<file path="src/rtl/cpu_seq_pkg.sv">
// rtl/cpu_seq_pkg.sv - state encoding and timeout sizing for the stage sequencer
package cpu_seq_pkg;

    localparam int TIMEOUT_DEF = 255;
    localparam int TIMEOUT_W   = $clog2(TIMEOUT_DEF + 1);

    typedef enum logic [2:0] {
        S_IF_REQ   = 3'd0,
        S_IF_WAIT  = 3'd1,
        S_EX       = 3'd2,
        S_MEM_REQ  = 3'd3,
        S_MEM_WAIT = 3'd4,
        S_WB       = 3'd5,
        S_HALT     = 3'd6,
        S_ERR      = 3'd7
    } seq_state_t;

    function automatic int timeout_w(input int t);
        return $clog2(t + 1);
    endfunction

endpackage

</file>
<file path="src/rtl/seq_timeout_cnt.sv">
// rtl/seq_timeout_cnt.sv - per-state bus wait counter with expiry flag
module seq_timeout_cnt #(
    parameter int TIMEOUT = 255,
    parameter int W       = 8
) (
    input  logic clk,
    input  logic rst,
    input  logic clr,
    input  logic en,
    output logic expired
);

    localparam logic [W-1:0] LAST = W'(TIMEOUT - 1);

    logic [W-1:0] cnt;

    // expired flags the TIMEOUT-th cycle spent in the current bus state
    assign expired = en && (cnt == LAST);

    always_ff @(posedge clk or posedge rst) begin
        if (rst) begin
            cnt <= '0;
        end else if (clr) begin
            cnt <= '0;
        end else if (en) begin
            cnt <= cnt + 1'b1;
        end
    end

endmodule

</file>
<file path="src/rtl/cpu_stage_seq.sv">
// rtl/cpu_stage_seq.sv - multi-cycle fetch/execute/memory/writeback sequencer
module cpu_stage_seq
    import cpu_seq_pkg::*;
#(
    parameter int TIMEOUT = TIMEOUT_DEF,
    parameter int CNT_W   = 64
) (
    input  logic             clk,
    input  logic             rst,
    output logic             imem_req_valid,
    input  logic             imem_req_ready,
    input  logic             imem_rsp_valid,
    input  logic [31:0]      imem_rsp_data,
    output logic             dmem_req_valid,
    input  logic             dmem_req_ready,
    output logic             dmem_req_wr,
    input  logic             dmem_rsp_valid,
    input  logic [31:0]      dmem_rsp_data,
    input  logic             dec_memtoreg,
    input  logic             dec_memwr,
    input  logic             dec_regwr,
    input  logic             dec_halt,
    output logic [31:0]      inst_o,
    output logic [31:0]      ld_data_o,
    output logic             pc_we,
    output logic             rf_we,
    output logic             halted_o,
    output logic             err_o,
    output logic             err_is_dmem,
    output logic [CNT_W-1:0] retired_o
);

    localparam int TW = timeout_w(TIMEOUT);

    seq_state_t state;
    seq_state_t nstate;
    logic       tmo_en;
    logic       tmo_clr;
    logic       expired;

    assign tmo_en  = (state == S_IF_REQ) || (state == S_IF_WAIT) ||
                     (state == S_MEM_REQ) || (state == S_MEM_WAIT);
    assign tmo_clr = (nstate != state);

    seq_timeout_cnt #(
        .TIMEOUT (TIMEOUT),
        .W       (TW)
    ) u_tmo (
        .clk     (clk),
        .rst     (rst),
        .clr     (tmo_clr),
        .en      (tmo_en),
        .expired (expired)
    );

    // the exit event is tested before expiry so a coincident response wins
    always_comb begin
        nstate = state;
        case (state)
            S_IF_REQ:   if (imem_req_ready) nstate = S_IF_WAIT;
                        else if (expired)   nstate = S_ERR;
            S_IF_WAIT:  if (imem_rsp_valid) nstate = S_EX;
                        else if (expired)   nstate = S_ERR;
            S_EX:       if (dec_halt)                      nstate = S_HALT;
                        else if (dec_memtoreg | dec_memwr) nstate = S_MEM_REQ;
                        else                               nstate = S_WB;
            S_MEM_REQ:  if (dmem_req_ready) nstate = S_MEM_WAIT;
                        else if (expired)   nstate = S_ERR;
            S_MEM_WAIT: if (dmem_rsp_valid) nstate = S_WB;
                        else if (expired)   nstate = S_ERR;
            S_WB:       nstate = S_IF_REQ;
            default:    nstate = state;
        endcase
    end

    always_ff @(posedge clk or posedge rst) begin
        if (rst) begin
            state       <= S_IF_REQ;
            inst_o      <= '0;
            ld_data_o   <= '0;
            retired_o   <= '0;
            err_is_dmem <= 1'b0;
        end else begin
            state <= nstate;
            if (state == S_IF_WAIT && imem_rsp_valid) begin
                inst_o <= imem_rsp_data;
            end
            if (state == S_MEM_WAIT && dmem_rsp_valid && dec_memtoreg) begin
                ld_data_o <= dmem_rsp_data;
            end
            if (state == S_WB) begin
                retired_o <= retired_o + 1'b1;
            end
            if (nstate == S_ERR && state != S_ERR) begin
                err_is_dmem <= (state == S_MEM_REQ) || (state == S_MEM_WAIT);
            end
        end
    end

    // reset state is IF_REQ, but no fetch may be presented while rst is held
    assign imem_req_valid = (state == S_IF_REQ) && !rst;
    assign dmem_req_valid = (state == S_MEM_REQ);
    assign dmem_req_wr    = (state == S_MEM_REQ) && dec_memwr;
    assign pc_we          = (state == S_WB);
    assign rf_we          = (state == S_WB) && dec_regwr;
    assign halted_o       = (state == S_HALT);
    assign err_o          = (state == S_ERR);

endmodule

</file>
<file path="config.mk">
export PLATFORM = sky130hd
export DESIGN_NAME = cpu_stage_seq
export DESIGN_NICKNAME = d
export VERILOG_FILES = /design/src/rtl/cpu_seq_pkg.sv /design/src/rtl/seq_timeout_cnt.sv /design/src/rtl/cpu_stage_seq.sv
export SDC_FILE = /design/constraint.sdc
export NUM_CORES = 1
export LEC_CHECK = 0
export BUFFER_PORTS_ARGS = -buffer_cell sky130_fd_sc_hd__buf_4
export CAP_MARGIN = 20
export CORE_UTILIZATION = 46
export DETAILED_ROUTE_END_ITERATION = 10
export PLACE_DENSITY = 0.78
export SYNTH_ARGS = -nofsm -noshare
export SYNTH_HDL_FRONTEND = slang
export SYNTH_HIERARCHICAL = 1
export SYNTH_SLANG_ARGS = --single-unit
</file>
<file path="constraint.sdc">
create_clock -name clk -period 3.5 [get_ports clk]
set_input_delay 0.175 -clock clk [delete_from_list [all_inputs] [get_ports clk]]
set_output_delay 0.175 -clock clk [all_outputs]
set_load 0.03 [all_outputs]
</file>
==> results of run 1 <==
flip-flops by register name, indices dropped and copies added, names as in the netlist:
name,cells
err_is_dmem,1
inst_o,32
u_tmo/cnt,8
retired_o,64
state,3
ld_data_o,32
stage by stage:
step                hold slack [ns]  setup slack [ns]  cell area, µm²
global placement             0.1698             1.001            8014
global route               0.004572            0.5003            9261
floorplan                 -0.009342            0.7046            6243
detailed placement           0.1848            0.8358            8014
finish                      0.01292            0.6973            9261
CTS                       0.0008030            0.7530            9261
worst max-delay path: cells and delay by family, from the launching register on:
family | cells | cell delay, ns
multiplexers | 1 | 0.61
AO/OA/AOI/OAI | 5 | 0.90
flip-flops | 1 | 0.36
AND/OR/NAND/NOR | 3 | 0.79
routing by layer:
metal / vias up / part of all wire / wire, µm / GRT usage
li1: 2373 / - / - / -
met1: 2543 / 0.40 / 6952 / 0.3147
met2: 210 / 0.53 / 9248 / 0.4574
met3: 33 / 0.052 / 915 / 0.05647
met4: 0 / 0.024 / 425 / 0.1155
met5: - / 0 / 0 / 0
worst paths after layout:
check	cells after the start	slack, ns	to	start
max	9	0.70	u_tmo/cnt[1]$_DFFE_PP0P_	state[0]$_DFF_PP0_
min in group asynchronous	3	0.31	u_tmo/cnt[5]$_DFFE_PP0P_	rst
min reg2reg	1	0.49	retired_o[57]$_DFFE_PP0P_	retired_o[57]$_DFFE_PP0P_
max in group asynchronous	4	2.38	inst_o[23]$_DFFE_PP0P_	rst
min	2	0.01	inst_o[24]$_DFFE_PP0P_	imem_rsp_data[24]
max reg2reg	9	0.70	u_tmo/cnt[1]$_DFFE_PP0P_	state[0]$_DFF_PP0_
report_power, final:
part,switching (mW),internal [mW]
clock network,0.659,1.20
registers,0.286,2.05
logic,1.62,1.11
total,2.56,4.36
area by class of cell:
class / count / area, µm²
fill: 909 / 3981
clock buffer: 26 / 499.2
clock inverter: 6 / 107.6
tap: 176 / 220.2
timing repair buffer: 279 / 2267
inverter: 12 / 48.80
multi-input combinational: 343 / 2615
sequential: 140 / 3503
what timing repair did:
item,4_1_cts,5_1_grt
endpoints found under the hold margin,71,0
hold buffers,64,0
setup endpoints to repair,0,0
placed cells by master, fill, tap and decap left out, drive strengths merged, types with 10 or more instances in the layout:
cell type	n
buf	215
dfrtp	140
dlygate4sd3	64
mux2	64
nand2	38
xor2	36
nor2	35
xnor2	31
nand4	29
clkbuf	26
nand3	19
nor3	18
nor4	16
inv	11
o21ai	10
cell families after synthesis:
logic type	share of synthesized area
AO/OA/AOI/OAI	0.02767
XOR/XNOR	0.09404
adder cells (fa/ha/maj)	0.006016
buffers and inverters	0.02226
flip-flops	0.5615
multiplexers	0.1187
AND/OR/NAND/NOR	0.1698
==> flow_metrics.py, run 1 <==
metrics = {
    "status": {
        "status": "finished clean",
    },
    "yosys": {
        "ys_top_cells_by_area": "dfrtp_1 (56%), mux2_2 (11%), xor2_1 (5.1%)",
        "syn_nets": 589,
        "ys_seq_area_frac": 0.5615,
        "synth-main-ff-cell": "dfrtp_1",
        "synthTopCellsByCount": "dfrtp_1 (140), mux2_2 (61), nand2_1 (38), xor2_1 (36), nor2_1 (34)",
        "ys_warn_count": 6,
        "syn_avg_cell_area_um2": 12.19,
        "syn_area_um2": 6240,
        "synth.distinct_cells": 49,
        "ys_ff_latch": 140,
        "synth.most_common_cell": "dfrtp_1",
        "synth_edf_count": 0,
        "ys_async_sr_fraction": 1.000,
        "yosysTopAreaCellShare": 0.5615,
        "syn_inst": 512,
        "yosys.area.top_type": "dfrtp_1",
    },
    "detailed_routing": {
        "drtPass1Iterations": 5,
        "ant_nets": 0,
        "routed_wl_um": 17540,
        "drc_errors": 0,
        "num_vias": 5159,
        "wire_per_inst_um": 17.86,
        "drt_iter0_drc": 369,
        "via_per_inst": 5.254,
    },
    "timing": {
        "hold_viol": 0,
        "setup_tns_ns": 0,
        "setup_violations": 0,
        "slew_viol_final": 0,
        "worstMarginPinSlew_ns": 0.7931,
        "post-route-period-util": 0.8008,
        "slew_headroom": 0.4713,
        "skew_ns": 0.01060,
        "finalCriticalPeriod_ns": 2.803,
        "fmax_mhz": 356.8,
        "rsz0062_at_grt": "false",
    },
    "power": {
        "ir_drop_mv": 0.4708,
        "power_mw": 6.919,
        "p_leak_nw": 4.461,
        "p_per_area_nw_per_um2": 747.0,
    },
    "cts": {
        "cts.sinks": 140,
        "cts_tree": "built",
        "cts_max_level": 4,
        "ctsResizeCount": 0,
        "cts_buffers": 17,
        "clk_pin_slew_ns": 0.06,
        "cts_setup_buffers": 0,
        "clock_path_buffers": 2,
        "cts-root-buf": "clkbuf_16",
        "worstSkewPairLatency_ns": 0.42,
    },
    "critical_path": {
        "crit_type": "reg -> reg",
        "crit_required_ns": 3.77,
        "worstPathMaxFanout": 8,
        "arrival_ns": 3.08,
        "worstSetupEndpointType": "register",
        "critical_path.slowest_cell": "mux2i_1",
        "critPathLaunchType": "register",
        "crit_chain": "mux2i_1, nand4_4, nor2_1, nor2b_1, a221o_1, a221oi_1, a211oi_1, a221o_1, a211oi_1",
        "slowest_delay_ns": 0.61,
    },
    "global_routing": {
        "grt_pass1_wl_um": 28510,
        "grt_max_degree": 133,
        "grt_usage": 0.2633,
        "grt_pass1_vias": 5435,
        "antenna_found_initial": 0,
        "overflow": 0,
    },
    "floorplanning": {
        "die_h_um": 118.5,
        "fp-row-count": 42,
        "dieArea_um2": 14030,
        "io_pins": 210,
        "core-area_um2": 13240,
        "die_x_um": 118.5,
        "initial_core_util": 0.4712,
    },
    "place": {
        "dpl.cell_count": 886,
        "dpl.hpwl_um": 11200,
        "port_buffers": 209,
        "gp_congestion": 0.8118,
    },
    "final_layout": {
        "final_net_count": 870,
        "num_antenna_cells": 0,
        "drive_above_1_share": 0.4032,
        "syn_to_final_growth_pct": 48.43,
        "finalCoreUtilization": 0.6994,
        "final_cells": 982,
    },
    "flow_run": {
        "maxCapViolations": 0,
    },
    "hold_path": {
        "hp-class": "in -> reg",
    },
}
Power figures use the tool's default switching activity.
==> inputs of run 2 (changes only) <==
==> constraint.sdc (replaced) <==
create_clock -name clk -period 2.35 [get_ports clk]
set_input_delay 0.1175 -clock clk [delete_from_list [all_inputs] [get_ports clk]]
set_output_delay 0.1175 -clock clk [all_outputs]
set_load 0.03 [all_outputs]
==> run 2 against run 1 <==
Compared with the run above:
- final area is 1.3% higher
- routed wire length shrank 9.4%
- die area did not move
- combinational power up 50%
- total power up 48%
- via count shrank 0.79%
- sequential cell count stayed put
- non-clock buffer count grew 13
- sequential power rose by 49%
- highest routed layer unchanged
==> flow_metrics.py, run 2 (same netlist as run 1, synthesis figures left out) <==
metrics = {
    "status": {
        "status": "finished clean",
    },
    "cts": {
        "cts.sinks": 140,
        "cts-root-buf": "clkbuf_16",
        "cts_buffers": 17,
        "clk_pin_slew_ns": 0.06,
        "worstSkewPairLatency_ns": 0.41,
        "cts_max_level": 4,
        "clock_path_buffers": 2,
        "cts_tree": "built",
    },
    "critical_path": {
        "slowest_delay_ns": 0.61,
        "worstReg2RegStart": "state[0]$_DFF_PP0_",
        "r2r_end": "u_tmo/cnt[1]$_DFFE_PP0P_",
        "r2r.worst_path.cells": 7,
        "critPathLaunchType": "register",
        "worstSetupEndpointType": "register",
        "crit_chain": "buf_4, or4b_2, o21ai_0, a221oi_2, buf_4, a221o_2, a211oi_2",
        "rrSetupSlack_ns": 0.09,
        "critPathBufInv": 2,
        "crit_type": "reg -> reg",
        "crit_required_ns": 2.68,
        "worstPathMaxFanout": 17,
        "critical_path.slowest_cell": "or4b_2",
        "path_common_cell": "buf_4",
        "crit_family": "compound AO/OA/AOI/OAI gates",
        "arrival_ns": 2.59,
    },
    "detailed_routing": {
        "drtPass1Iterations": 4,
        "drt_iter0_drc": 217,
        "num_vias": 5118,
        "ant_nets": 0,
        "routed_wl_um": 15900,
        "drc_errors": 0,
        "via_per_inst": 5.144,
        "wire_per_inst_um": 15.98,
    },
    "final_layout": {
        "final_common_cell": "buf_4",
        "syn_to_final_growth_pct": 50.39,
        "final_cell_mix": "buf_4 (226), dfrtp_1 (140), dlygate4sd3_1 (65)",
        "top_register": "retired_o",
        "final_cells": 995,
        "final_net_count": 883,
        "fillers": 929,
        "drive_above_1_share": 0.4225,
        "largest_register_ffs": 64,
        "top_regs": "retired_o x64, inst_o x32, ld_data_o x32",
        "num_antenna_cells": 0,
    },
    "floorplanning": {
        "io_pins": 210,
        "fp-row-count": 42,
        "initial_core_util": 0.4712,
        "die_h_um": 118.5,
        "dieArea_um2": 14030,
        "core-area_um2": 13240,
        "die_x_um": 118.5,
    },
    "hold_path": {
        "min_to": "state[1]$_DFF_PP0_",
        "hp-class": "in -> reg",
        "min_from": "dmem_rsp_valid",
        "hold_depth": 3,
    },
    "timing": {
        "slew_viol_final": 0,
        "fmax_mhz": 441.7,
        "slew_headroom": 0.5202,
        "finalCriticalPeriod_ns": 2.264,
        "skew_ns": 0.01101,
        "rsz0062_at_grt": "false",
        "worst_slack_ns": 0.08584,
        "hold_viol": 0,
        "setup_violations": 0,
        "post-route-period-util": 0.9635,
        "worstMarginPinSlew_ns": 0.7197,
    },
    "power": {
        "ir_drop_mv": 0.7307,
        "p_per_area_nw_per_um2": 1091,
        "p_leak_nw": 4.516,
    },
    "place": {
        "gp_congestion": 0.9066,
        "dpl.hpwl_um": 10720,
        "dpl.cell_count": 897,
        "port_buffers": 209,
        "dp_slack_ns": 0.07717,
    },
    "global_routing": {
        "grt_pass1_vias": 5344,
        "grt_pass1_wl_um": 26130,
        "grt_max_degree": 133,
        "overflow": 0,
        "met3_usage": 0.07432,
        "top_usage_layer": "met2",
        "met1_usage": 0.2818,
        "antenna_found_initial": 0,
        "grt_usage": 0.2350,
        "met2_usage": 0.3963,
    },
    "flow_run": {
        "maxCapViolations": 0,
    },
}
==> run 2: how the worst max path moves through the flow <==
stage	slack (ns)	end	cells past startpoint	startpoint
CTS	0.06	u_tmo/cnt[1]$_DFFE_PP0P_	9	state[0]$_DFF_PP0_
floorplan	-0.05	u_tmo/cnt[1]$_DFFE_PP0P_	13	state[0]$_DFF_PP0_
detailed placement	0.08	u_tmo/cnt[1]$_DFFE_PP0P_	9	state[0]$_DFF_PP0_
global route	0.01	retired_o[52]$_DFFE_PP0P_	6	state[0]$_DFF_PP0_
global placement	0.20	u_tmo/cnt[1]$_DFFE_PP0P_	9	u_tmo/cnt[1]$_DFFE_PP0P_
finish	0.09	u_tmo/cnt[1]$_DFFE_PP0P_	7	state[0]$_DFF_PP0_
==> run 2: worst min-delay path, delay by kind of cell <==
kind | cells | cell delay, ns
buf+inv | 1 | 0.10
compound gates | 2 | 0.22
==> run 2: where the power goes <==
group          total, mW  internal [mW]  switching, mW
Clock               2.66           1.67          0.987
Combinational       4.10           1.74           2.36
Sequential          3.48           3.05          0.434
Total               10.2           6.46           3.78
==> run 2: final cells by class <==
type	instances	area, µm²	area share
Tap cell	176	220.2	0.02347
Sequential cell	140	3503	0.3733
Clock inverter	10	112.6	0.01200
Multi-Input combinational cell	343	2648	0.2821
Timing Repair Buffer	292	2367	0.2523
Clock buffer	22	484.2	0.05160
Inverter	12	48.80	0.005200
==> run 2: timing repair <==
action,CTS,global route
hold buffers,65,0
endpoints found under the setup margin,0,8
endpoints found under the hold margin,204,0
buffers inserted,0,1
resized for setup,0,3
==> run 2: through the flow <==
step / cell area [µm²] / total power [mW] / util / TNS, ns / hold slack (ns)
finish: 9384 / 10.24 / 0.7086 / 0 / 0.1033
global route: 9384 / 10.71 / 0.7086 / 0 / 0.1122
CTS: 9363 / 10.22 / 0.7070 / 0 / 0.08904
detailed placement: 8115 / 7.447 / 0.6128 / 0 / 0.1185
global placement: 8115 / 7.336 / 0.6128 / 0 / 0.1144
floorplan: 6296 / 6.032 / - / -0.08384 / -0.06684
==> run 2: per-layer routing <==
| metal | vias up | routed length, µm |
|---|---|---|
| li1 | 2402 | - |
| met1 | 2491 | 6603 |
| met2 | 206 | 7849 |
| met3 | 19 | 1201 |
| met4 | 0 | 244 |
| met5 | - | 0 |
==> inputs of run 3 (changes only) <==
--- a/config.mk
+++ b/config.mk
@@ -7,10 +7,12 @@
 export LEC_CHECK = 0
 export BUFFER_PORTS_ARGS = -buffer_cell sky130_fd_sc_hd__buf_4
 export CAP_MARGIN = 20
-export CORE_UTILIZATION = 46
+export CORE_UTILIZATION = 47
+export CTS_BUF_LIST = sky130_fd_sc_hd__clkbuf_8
 export DETAILED_ROUTE_END_ITERATION = 10
-export PLACE_DENSITY = 0.78
+export PLACE_DENSITY = 0.79
 export SYNTH_ARGS = -nofsm -noshare
 export SYNTH_HDL_FRONTEND = slang
 export SYNTH_HIERARCHICAL = 1
 export SYNTH_SLANG_ARGS = --single-unit
+export TNS_END_PERCENT = 5
==> run 3 against run 2 <==
Compared with the run above:
- combinational power up 2%
- via count grew 2.2%
- die area decreased by 2.1%
- first-iteration DRC count rose by 39%
- sequential share of layout area rose by 0.99 points
- routed wire length up 11%
- worst hold slack lost 0.022 ns
- final area decreased by 2.6%
- clock skew barely moved
- clock-buffer cell count is 2 lower
- setup slack got worse by 0.032 ns
- critical path type unchanged
- critical endpoint unchanged
- highest routed layer unchanged
==> flow_metrics.py, run 3 (same netlist as run 1, synthesis figures left out) <==
metrics = {
    "status": {
        "status": "finished clean",
    },
    "power": {
        "p_sw_mw": 3.757,
        "p_comb_frac": 0.444,
        "power_mw": 9.438,
        "ir_drop_mv": 0.6356,
        "clkPwrFrac": 0.187,
        "cellInternalPower_mw": 5.681,
        "p_per_area_nw_per_um2": 1032,
        "p_seq_frac": 0.369,
        "p_leak_nw": 4.443,
        "power_switching_share": 0.3980,
    },
    "final_layout": {
        "drive_above_1_share": 0.4169,
        "top_regs": "retired_o x64, inst_o x32, ld_data_o x32",
        "final_cells": 991,
        "final_cell_mix": "buf_4 (225), dfrtp_1 (140), dlygate4sd3_1 (65)",
        "syn_to_final_growth_pct": 46.52,
        "top_register": "retired_o",
        "final_net_count": 883,
        "largest_register_ffs": 64,
        "final_common_cell": "buf_4",
    },
    "place": {
        "gp_congestion": 0.9094,
        "dpl.hpwl_um": 11600,
        "dpl.cell_count": 894,
        "port_buffers": 209,
    },
    "floorplanning": {
        "fp-row-count": 41,
        "initial_core_util": 0.4885,
        "die_h_um": 117.2,
        "core-area_um2": 12770,
        "die_x_um": 117.2,
        "dieArea_um2": 13740,
        "io_pins": 210,
    },
    "hold_path": {
        "hp-class": "in -> reg",
    },
    "flow_run": {
        "maxCapViolations": 0,
    },
    "timing": {
        "slew_headroom": 0.5195,
        "hold_viol": 0,
        "skew_ns": 0.01108,
        "setup_tns_ns": 0,
        "slew_viol_final": 0,
        "worstMarginPinSlew_ns": 0.7207,
        "rsz0062_at_grt": "true",
        "setup_violations": 0,
        "post-route-period-util": 0.9772,
        "finalCriticalPeriod_ns": 2.296,
        "fmax_mhz": 435.5,
    },
    "critical_path": {
        "endpoint": "u_tmo/cnt[1]$_DFFE_PP0P_",
        "worstSetupEndpointType": "register",
        "critical_path.slowest_cell": "or4b_2",
        "rrSetupSlack_ns": 0.05,
        "worstReg2RegStart": "state[0]$_DFF_PP0_",
        "arrival_ns": 2.64,
        "crit_required_ns": 2.69,
        "slowest_delay_ns": 0.63,
        "crit_type": "reg -> reg",
        "startpoint": "state[0]$_DFF_PP0_",
        "worstPathMaxFanout": 17,
        "crit_chain": "buf_6, or4b_2, o21ai_0, a221oi_2, buf_4, a221o_2, a211oi_1",
        "r2r.worst_path.cells": 7,
        "r2r_end": "u_tmo/cnt[1]$_DFFE_PP0P_",
        "critPathLaunchType": "register",
    },
    "cts": {
        "cts_setup_buffers": 0,
        "cts_tree": "built",
        "cts-root-buf": "clkbuf_8",
        "cts_max_level": 4,
        "cts_buffers": 17,
        "cts.sinks": 140,
        "worstSkewPairLatency_ns": 0.44,
        "clock_path_buffers": 2,
        "clk_pin_slew_ns": 0.07,
    },
    "detailed_routing": {
        "drc_errors": 0,
        "wire_per_inst_um": 17.79,
        "drt_iter0_drc": 302,
        "drtPass1Iterations": 4,
        "num_vias": 5230,
        "ant_nets": 0,
        "via_per_inst": 5.277,
        "routed_wl_um": 17630,
    },
    "global_routing": {
        "grt_max_degree": 77,
        "grt_pass1_vias": 5387,
        "antenna_found_initial": 1,
        "overflow": 0,
        "grt_pass1_wl_um": 27430,
        "grt_usage": 0.2682,
    },
}
run 3: power by group through the flow:
| stage | combinational, mW | sequential [mW] | clock, mW |
|---|---|---|---|
| 6_report | 4.19 | 3.48 | 1.77 |
| 3_3_place_gp | 3.91 | 3.41 | 0 |
| 3_5_place_dp | 3.99 | 3.47 | 0 |
| 4_1_cts | 4.08 | 3.42 | 1.79 |
| 5_1_grt | 4.41 | 3.55 | 1.91 |
| 2_1_floorplan | 1.31 | 4.60 | 0 |
run 3: worst max-delay path, delay by kind of cell (launching register included):
family / cells / cell delay (ns)
buffers and inverters: 2 / 0.36
DFF: 1 / 0.43
and+or+nand+nor: 1 / 0.63
AOI/OAI and AO/OA: 4 / 0.77
run 3: routing by layer:
metal  part of all wire  routed length, µm  vias up  GRT usage
met3              0.071               1258       41    0.07570
met2               0.51               8924      209     0.4569
met1               0.39               6940     2579     0.3097
met4              0.029                510        0     0.1350
li1                   -                  -     2401          -
met5                  0                  0        -          0
run 3: area by class of cell:
cell class,instances,area (µm²)
Fill cell,859,3631
Sequential cell,140,3503
Multi-Input combinational cell,343,2646
Timing Repair Buffer,292,2371
Clock buffer,20,275.3
Tap cell,172,215.2
Clock inverter,11,80.08
Inverter,12,48.80
Antenna cell,1,2.502
run 3: worst min path at each step:
stage                         startpoint                       end  slack [ns]  cells after the start
final                     dmem_rsp_valid        state[1]$_DFF_PP0_        0.08                      3
after global routing      dmem_rsp_valid        state[1]$_DFF_PP0_        0.05                      3
after CTS                 dmem_rsp_valid        state[1]$_DFF_PP0_        0.03                      3
after detailed placement             rst  u_tmo/cnt[5]$_DFFE_PP0P_        0.12                      2
after global placement               rst  u_tmo/cnt[5]$_DFFE_PP0P_        0.12                      2
after floorplan                      rst  u_tmo/cnt[0]$_DFFE_PP0P_       -0.07                      1
run 3: what timing repair did:
item,in CTS,in global routing
endpoints found under the hold margin,204,0
resized for setup,0,7
setup endpoints to repair,0,9
hold buffers,65,0
run 3: stage by stage:
step / utilization / area, µm² / setup WS [ns] / hold WS (ns)
3_3_place_gp: 0.6340 / 8099 / 0.1829 / 0.1156
3_5_place_dp: 0.6340 / 8099 / 0.09210 / 0.1221
5_1_grt: 0.7157 / 9143 / -0.005918 / 0.04965
4_1_cts: 0.7128 / 9105 / 0.05325 / 0.03030
6_report: 0.7157 / 9143 / 0.05359 / 0.08161
2_1_floorplan: - / 6243 / -0.4454 / -0.06684
